### config.mk
export PLATFORM = sky130hd
export DESIGN_NAME = clear_line_sched_flat
export DESIGN_NICKNAME = d
export VERILOG_FILES = /design/src/rtl/tetris_pkg.sv /design/src/rtl/clear_line_sched_if.sv /design/src/rtl/line_popcount.sv /design/src/rtl/clear_line_sched.sv /design/src/flat_wrapper.sv
export SDC_FILE = /design/constraint.sdc
export NUM_CORES = 1
export LEC_CHECK = 0
export BUFFER_PORTS_ARGS = -buffer_cell sky130_fd_sc_hd__clkbuf_2
export CAP_MARGIN = 20
export CORE_ASPECT_RATIO = 0.6
export CORE_MARGIN = 8
export CORE_UTILIZATION = 48
export DETAILED_ROUTE_END_ITERATION = 8
export MAX_ROUTING_LAYER = met4
export PLACE_DENSITY = 0.76
export SLEW_MARGIN = 25
export SYNTH_ARGS = -nofsm -noshare
export SYNTH_HDL_FRONTEND = slang
export SYNTH_SLANG_ARGS = --single-unit
### constraint.sdc
create_clock -name clk -period 3.9 [get_ports clk]
set_input_delay 0 -clock clk [delete_from_list [all_inputs] [get_ports clk]]
set_output_delay 0 -clock clk [all_outputs]
set_load 0.01 [all_outputs]
### src/rtl/tetris_pkg.sv
// Shared board-size defaults, scheduler FSM encoding and score table for the
// line-clear scheduler.
package tetris_pkg;

  localparam int ROWS_DEF = 20;
  localparam int COLS_DEF = 10;

  localparam logic [9:0]  TOTAL_MAX = 10'd1023;

  localparam logic [15:0] SCORE_0 = 16'd0;
  localparam logic [15:0] SCORE_1 = 16'd40;
  localparam logic [15:0] SCORE_2 = 16'd100;
  localparam logic [15:0] SCORE_3 = 16'd300;
  localparam logic [15:0] SCORE_4 = 16'd1200;

  typedef enum logic [2:0] {
    IDLE  = 3'd0,
    SCAN  = 3'd1,
    DRAIN = 3'd2,
    EVAL  = 3'd3,
    CLEAR = 3'd4,
    DONE  = 3'd5
  } state_t;

  // Four or more simultaneous lines all earn the top award.
  function automatic logic [15:0] score_lookup(input logic [4:0] lines);
    case (lines)
      5'd0:    score_lookup = SCORE_0;
      5'd1:    score_lookup = SCORE_1;
      5'd2:    score_lookup = SCORE_2;
      5'd3:    score_lookup = SCORE_3;
      default: score_lookup = SCORE_4;
    endcase
  endfunction

endpackage

### src/rtl/clear_line_sched_if.sv
// Board-read and clear-engine signal bundle between the scheduler (master)
// and the board/clear logic (slave).
interface clear_line_sched_if #(
  parameter int COLS = 10
);
  // row_rd_en/row_rd_addr issue one read per cycle with no backpressure;
  // row_rd_data is valid exactly one cycle after the strobe. clr_enable is a
  // level held until clr_done is sampled high; clr_done is ignored otherwise.
  logic            row_rd_en;
  logic [4:0]      row_rd_addr;
  logic [COLS-1:0] row_rd_data;
  logic            clr_enable;
  logic            clr_done;

  modport master (
    output row_rd_en, row_rd_addr, clr_enable,
    input  row_rd_data, clr_done
  );

  modport slave (
    input  row_rd_en, row_rd_addr, clr_enable,
    output row_rd_data, clr_done
  );
endinterface

### src/rtl/line_popcount.sv
// Combinational count of the set bits in the full-row vector.
module line_popcount #(
  parameter int ROWS = 20
) (
  input  logic [0:ROWS-1] bits,
  output logic [4:0]      count
);

  always_comb begin
    count = '0;
    for (int i = 0; i < ROWS; i++) begin
      count = count + 5'(bits[i]);
    end
  end

endmodule

### src/rtl/clear_line_sched.sv
// Scans the board after a piece lock, flags full rows, runs the clear engine
// and keeps line/score totals. Score accumulation is built only with CLEAR_SCORE_EN.
module clear_line_sched
  import tetris_pkg::*;
#(
  parameter int ROWS = ROWS_DEF,
  parameter int COLS = COLS_DEF
) (
  input  logic                clk,
  input  logic                reset,
  input  logic                lock_req,
  output logic                lock_ack,
  output logic                busy,
  clear_line_sched_if.master  bus,
  output logic [0:ROWS-1]     line_full,
  output logic [4:0]          lines_cleared,
  output logic [9:0]          total_lines,
  output logic [15:0]         score,
  output state_t              fsm_state
);

  localparam logic [4:0] LAST_ROW = 5'(ROWS - 1);

  state_t          state, state_nxt;
  logic [4:0]      addr;
  logic            rd_vld;
  logic [4:0]      rd_addr_q;
  logic [4:0]      pop;
  logic [10:0]     total_sum;
  logic [COLS-1:0] row_q;
  logic            rd_en;
  logic            clr_en;

  assign row_q     = bus.row_rd_data;
  assign total_sum = {1'b0, total_lines} + {6'd0, lines_cleared};
  assign fsm_state = state;

  line_popcount #(.ROWS(ROWS)) u_popcount (
    .bits  (line_full),
    .count (pop)
  );

  always_ff @(posedge clk) begin
    if (!reset) begin
      state         <= IDLE;
      addr          <= '0;
      rd_vld        <= 1'b0;
      rd_addr_q     <= '0;
      line_full     <= '0;
      lines_cleared <= '0;
      total_lines   <= '0;
    end else begin
      state     <= state_nxt;
      rd_vld    <= (state == SCAN);
      rd_addr_q <= addr;
      if (state == IDLE && lock_req) begin
        line_full <= '0;
        addr      <= '0;
      end else if (state == SCAN) begin
        addr <= addr + 5'd1;
      end
      // Read data trails the strobe by one cycle, so index with the delayed address.
      if (rd_vld) line_full[rd_addr_q] <= &row_q;
      if (state == EVAL) lines_cleared <= pop;
      if (state == DONE) total_lines <= total_sum[10] ? TOTAL_MAX : total_sum[9:0];
    end
  end

  always_comb begin
    state_nxt = state;
    busy      = 1'b1;
    lock_ack  = 1'b0;
    rd_en     = 1'b0;
    clr_en    = 1'b0;
    unique case (state)
      IDLE: begin
        busy = 1'b0;
        if (lock_req) state_nxt = SCAN;
      end
      SCAN: begin
        rd_en = 1'b1;
        if (addr == LAST_ROW) state_nxt = DRAIN;
      end
      DRAIN: state_nxt = EVAL;
      EVAL:  state_nxt = (pop == 5'd0) ? DONE : CLEAR;
      CLEAR: begin
        clr_en = 1'b1;
        if (bus.clr_done) state_nxt = DONE;
      end
      DONE: begin
        lock_ack  = 1'b1;
        state_nxt = IDLE;
      end
      default: state_nxt = IDLE;
    endcase
  end

  assign bus.row_rd_en   = rd_en;
  assign bus.row_rd_addr = rd_en ? addr : 5'd0;
  assign bus.clr_enable  = clr_en;

`ifdef CLEAR_SCORE_EN
  logic [15:0] score_r;
  logic [16:0] score_sum;

  assign score_sum = {1'b0, score_r} + {1'b0, score_lookup(lines_cleared)};

  always_ff @(posedge clk) begin
    if (!reset) begin
      score_r <= '0;
    end else if (state == DONE) begin
      score_r <= score_sum[16] ? 16'hFFFF : score_sum[15:0];
    end
  end

  assign score = score_r;
`else
  assign score = '0;
`endif

endmodule

### src/flat_wrapper.sv
// flat-port wrapper written by rule: the top's interface ports become plain ports
module clear_line_sched_flat import tetris_pkg::*;
#(
  parameter int ROWS = ROWS_DEF,
  parameter int COLS = COLS_DEF
)
  (clk, reset, lock_req, lock_ack, busy, line_full, lines_cleared, total_lines, score, fsm_state, bus_row_rd_en, bus_row_rd_addr, bus_clr_enable, bus_row_rd_data, bus_clr_done);
  clear_line_sched_if #(.COLS(COLS)) bus_i ();
  input  logic clk;
  input  logic reset;
  input  logic lock_req;
  output logic lock_ack;
  output logic busy;
  output logic [0:ROWS-1] line_full;
  output logic [4:0] lines_cleared;
  output logic [9:0] total_lines;
  output logic [15:0] score;
  output state_t fsm_state;
  output wire logic [$bits(bus_i.row_rd_en)-1:0] bus_row_rd_en;
  output wire logic [$bits(bus_i.row_rd_addr)-1:0] bus_row_rd_addr;
  output wire logic [$bits(bus_i.clr_enable)-1:0] bus_clr_enable;
  input wire logic [$bits(bus_i.row_rd_data)-1:0] bus_row_rd_data;
  input wire logic [$bits(bus_i.clr_done)-1:0] bus_clr_done;
  assign bus_row_rd_en = bus_i.row_rd_en;
  assign bus_row_rd_addr = bus_i.row_rd_addr;
  assign bus_clr_enable = bus_i.clr_enable;
  assign bus_i.row_rd_data = bus_row_rd_data;
  assign bus_i.clr_done = bus_clr_done;
  clear_line_sched #(.ROWS(ROWS), .COLS(COLS)) u_core (.clk(clk), .reset(reset), .lock_req(lock_req), .lock_ack(lock_ack), .busy(busy), .bus(bus_i), .line_full(line_full), .lines_cleared(lines_cleared), .total_lines(total_lines), .score(score), .fsm_state(fsm_state));
endmodule
== Word-level counts from Yosys, hierarchy flattened ==
Index checks and enable logic that the tools add are counted.
Operators by class
  $add $sub $neg: 21
  equal/unequal tests: 9
  reductions and logical operators: 7
  magnitude comparators: 2
  bitwise logic cells: 2
  multiplexer cells: 17
Operators with widths (number)
  $add 5x1->5: 15
  $mux 20: 3
  $bwmux 20: 1
  $pmux 3 s5: 1
  $add 10x5->11: 1
  $mux 10: 1
  $reduce_and 10->1: 1
  $mux 3: 3
  $eq 3x2->1 const B: 2
  $eq 3x3->1 const B: 2
  $ge 6x6->1 const B: 1
  $lt 6x1->1 const B: 1
  $mux 1: 6
  $ne 2x2->1 const B: 3
  $not 5->6: 1
  $add 4x1->5: 1
  $add 5x1->5 const B: 1
  $demux 1 s5: 1
  $eq 5x5->1 const B: 1
  $logic_not 5->1: 1
  $mux 5: 1
  $add 3x1->4: 1
  $add 2x1->3: 1
  $eq 3x1->1 const B: 1
  6 further kinds: 7
Word-level totals
  bits in registers: 49
  input bits: 14

== Depth between registers and ports, before layout ==
  depth in word-level cells: 22
  gate-level depth with buffers: 14

== Hierarchy ==
Synthesis repeated with hierarchy kept, for this count alone.
Unflattened totals
  cell total of the unflattened synthesis: 339
  area total of the unflattened synthesis: 2984.1 µm²
By module, submodules not included
  clear_line_sched: area an instance 2474.9 µm², times used 1, cells an instance 285, sequential area each 980.9 µm²
  line_popcount: area an instance 509.2 µm², times used 1, cells an instance 54, sequential area each 0.0 µm²

== Least setup slack after synthesis ==
OpenSTA, ideal clock, no wires.
  path kind: reg-to-reg
  from: register u_core.line_full[19] (netlist name)
  to: register u_core.state[0], in the netlist u_core.fsm_state[0]
  period minus slack after synthesis: 4.154 ns
  cell stages (with the launch flop): 15
  path buffers: 0
  slack: -0.254 ns
  arrival: 4.084 ns
  cells stage by stage: dfxtp_1 -> inv_1 -> fa_1 -> fa_1 -> fa_1 -> fa_1 -> fa_1 -> inv_1 -> ha_1 -> inv_1 -> fa_1 -> xnor2_1 -> and4bb_1 -> nand4_1 -> a21oi_1
On the way
  cells in the longest elaborated chain, start to end: 4
RTL lines
  start, declared: line clear_line_sched.sv:15  | output logic [0:ROWS-1] line_full,
  start signal, assigned by index: line clear_line_sched.sv:63  | if (rd_vld) line_full[rd_addr_q] <= &row_q;
  $add 5x1->5: line line_popcount.sv:12  | count = count + 5'(bits[i]);
  $logic_not 5->1: line clear_line_sched.sv:85  | EVAL: state_nxt = (pop == 5'd0) ? DONE : CLEAR;
  $mux 1: line clear_line_sched.sv:85
  $pmux 3 s5: line clear_line_sched.sv:75  | unique case (state)
  end signal, assigned: line clear_line_sched.sv:53  | state <= state_nxt;
  end, declared: line clear_line_sched.sv:24  | state_t state, state_nxt;
No other way between the ends.
A chain may end at the register's enable or synchronous reset.

== Final worst setup path ==
  from: register u_core.line_full[6] (netlist name)
  to: register u_core.state[0], in the netlist u_core.fsm_state[0]
On the way
  cells in the longest elaborated chain, start to end: 17
RTL lines (line)
  $add 5x1->5 (14 in series): line_popcount.sv:12
  $logic_not 5->1: clear_line_sched.sv:85
  $mux 1: clear_line_sched.sv:85
  $pmux 3 s5: clear_line_sched.sv:75
No other way between the ends.

==> results.md <==
* Antenna violations before repair at 0
* Post-DP HPWL at 6260 um
* Die width at 120 um
* Endpoints failing hold at 0
* Crit Reg-Reg Endpoint: u_core.fsm_state[0]
* Buffers on Ports at 60
* H-tree depth at 2
* CTS buffer count at 5
* Final min period at 4.22 ns
* Top routing layer used: met4
* Area of the multi-input gates at ~1800 sq um
* Gr ovfl total at 0
* Skew-Pair Late Insertion Delay at 0.31 ns
* Root Driver: clkbuf_8
* Starting Density at 0.501
* Post-CTS Hold Buffers at 0
* DRC at 0
* WHS Endpoint: u_core.fsm_state[0]
* Total GRT Usage at 0.177
* Share of post-route cells with drive strength above 1 at 0.254
* Register area at 990 sq um
* Status: complete, but fails checks
* DR pass1 iterations at 7
* Met3 WL at approximately 850 um
* # setup viols final at 4
* Largest net degree at the start of global routing at 32
* Final WS setup at -0.319 ns
* Core footprint at 6170 sq um
* GPL Wtd Cong at 0.874
* Number of placement rows at 22
* Slew HR at 0.388
* Worst setup SP type: flop
* N_diodes at 0
* First DRT Iteration DRCs at 270
* Vias in the first global route at 2,653
* DRT met1 WL at 3940 um
* Ys flop type: dfxtp_1
* WHS at between 0.05 and 0.06 ns
* R2r startpoint: u_core.line_full[6]
* Post-DRT Antenna Nets at 0
* Worst-path fanout max at 2
* Global-route wire length before repair at 13,400 um
* Vias/cell at about 5.6
* Post-synthesis area per instance at 8.78 sq um
* R2R setup slack at -0.32 ns
* Most common cell after layout, fill and taps aside: clkbuf_2
* Gate Count Post-Synth at 352
* Max frequency at about 240 MHz
* Leakage at 1.53 nW
* Failing checks: setup timing
* Io pins at 77
* Final non-filler cell total at 497
* EDFF count, synth at 0
* Hold Startpoint: bus_clr_done
* # fillers at 550
* Yosys warning count at 0
* Unrepaired setup endpoints after global routing: yes
* Final slew viol count at 0
* WL/cell at 16.8 um
* Crit path required time at just over 4 ns
* Hold Path Class: input port to flop
* Total number of vias at 2,798
* Register area share after synthesis at 0.317
* Final #Nets at about 450
* Routed met2 length at 3470 um
* Final setup skew at 0.00632 ns
* Die area at 9350 sq um
* Inst Count DP at between 400 and 500
* Worst setup path category: flop to flop
* Synth Cell Area at a little over 3000 sq um
* Worst-margin pin slew at 0.915 ns
* Area Overhead vs Synth at 15.8%
* Async set-reset flop share out of synthesis at 0
* R2R depth at 14
* CTS tree: built
* Worst hold path stage count at 4
* CTS Buffer Depth at 2
* Synthesis-stage register bit count at a little under 50
* Clock Sinks at between 40 and 50
* Die Ht at 78.2 um
* Setup crit end kind: flop
* Worst Path Arrival at 4.47 ns
* Most frequent cells in the layout: clkbuf_2, dfxtp_1, inv_1
* Routed WL at 8360 um
* Final period util at 1.08
* Peak VDD IR at 0.131 mV
* Synth unique cells at 53
* Worst-path clk slew at 0.09 ns
* Number of max-cap violations at 0
* P per Cell Area at between 200 and 250 nW/um^2
## metrics by stage
step | total power [W] | utilization | setup WS [ns] | area (sq um) | TNS (ns)
floorplan | 0.000562 | - | -0.0963 | 3160 | -0.132
global placement | 0.000565 | 0.556 | -0.175 | 3430 | -0.410
detailed placement | 0.000566 | 0.557 | -0.301 | 3440 | -0.807
CTS | 0.000892 | 0.578 | -0.289 | 3560 | -0.815
global route | 0.000923 | 0.580 | -0.520 | 3580 | -1.56
finish | 0.000889 | 0.580 | -0.319 | 3580 | -0.929
## timing repair
item | CTS | global route
setup buffers | 1 | 1
pin swaps | 4 | 1
gates cloned | 0 | 0
gates resized for setup | 5 | 3
endpoints found under the setup margin | 5 | 5
## flip-flops by register name, summed over array words and instances, names as in the netlist
register and cells:
u_core.lines_cleared 5, u_core.line_full 20, u_core.fsm_state 3, u_core.rd_vld 1
u_core.rd_addr_q 5, u_core.addr 5, u_core.total_lines 10
## routing by layer
layer	track usage	vias up
li1	-	1307
met1	0.253	1318
met2	0.242	159
met3	0.0443	14
met4	0.0421	0
met5	-	-
## worst max path at each step
stage,startpoint,endpoint,slack (ns),depth (start not counted)
after floorplan,u_core.line_full[6],u_core.fsm_state[0],-0.1,14
after global placement,u_core.line_full[6],u_core.fsm_state[0],-0.18,14
after CTS,u_core.line_full[6],u_core.fsm_state[0],-0.29,14
after global routing,u_core.line_full[14],u_core.fsm_state[0],-0.52,14
after detailed placement,u_core.line_full[6],u_core.fsm_state[0],-0.30,14
final,u_core.line_full[6],u_core.fsm_state[0],-0.32,14
## Yosys cell counts (2+ instances only)
| master | n | area (sq um) |
|---|---|---|
| a211oi_1 | 4 | 30.0 |
| a21o_1 | 3 | 22.5 |
| a21oi_1 | 27 | 135 |
| a311oi_1 | 3 | 26.3 |
| a31oi_1 | 7 | 43.8 |
| and2_1 | 14 | 87.6 |
| and3_1 | 4 | 25.0 |
| and3b_1 | 4 | 35.0 |
| buf_2 | 9 | 45.0 |
| buf_4 | 17 | 128 |
| clkbuf_1 | 6 | 22.5 |
| dfxtp_1 | 49 | 981 |
| fa_1 | 15 | 300 |
| ha_1 | 13 | 163 |
| inv_1 | 42 | 158 |
| mux2i_1 | 3 | 30.0 |
| nand2_1 | 12 | 45.0 |
| nand2b_1 | 2 | 12.5 |
| nand3_1 | 22 | 110 |
| nand3b_1 | 3 | 22.5 |
| nand4_1 | 6 | 37.5 |
| nor2_1 | 17 | 63.8 |
| nor3_1 | 2 | 10.0 |
| nor3b_1 | 3 | 22.5 |
| nor3b_2 | 2 | 25.0 |
| o211ai_1 | 16 | 120 |
| o21a_1 | 3 | 22.5 |
| o21ai_0 | 10 | 50.1 |
| o21ai_1 | 2 | 10.0 |
| o31a_1 | 2 | 17.5 |
| or3_1 | 3 | 18.8 |
| xnor2_1 | 2 | 17.5 |
| xor2_1 | 5 | 43.8 |
## cell type report
type,count,share of cell area
tap,84,0.0294
clock buffer,7,0.0269
inverter,42,0.0441
sequential,49,0.277
timing repair buffer,71,0.108
clock inverter,1,0.00140
multi-input combinational,243,0.514
## power by group
part | internal, W | total [W] | switching (W)
clock network | 0.000161 | 0.000333 | 0.000172
registers | 0.000503 | 0.000508 | 0.00000474
logic | 0.0000140 | 0.0000482 | 0.0000343
## kinds of logic after synthesis
logic type	Yosys count	synth area share
flops	49	0.317
buf+inv	75	0.118
xor+xnor	7	0.0198
other cells	1	0.00121
fa+ha+maj	28	0.150
simple gates	104	0.200
mux	3	0.00972
compound gates	85	0.184
## critical path, stage by stage, from the launching register on
cell and delay (ns):
dfxtp_2 0.35, inv_2 0.04, fa_1 0.55, fa_1 0.46, fa_1 0.50, fa_1 0.51, fa_1 0.40, inv_1 0.07
ha_2 0.18, inv_2 0.04, fa_2 0.37, xnor2_1 0.15, and4bb_1 0.29, nand4_1 0.12, a21oi_1 0.14
No activity file was read; power rests on OpenSTA's default activity.
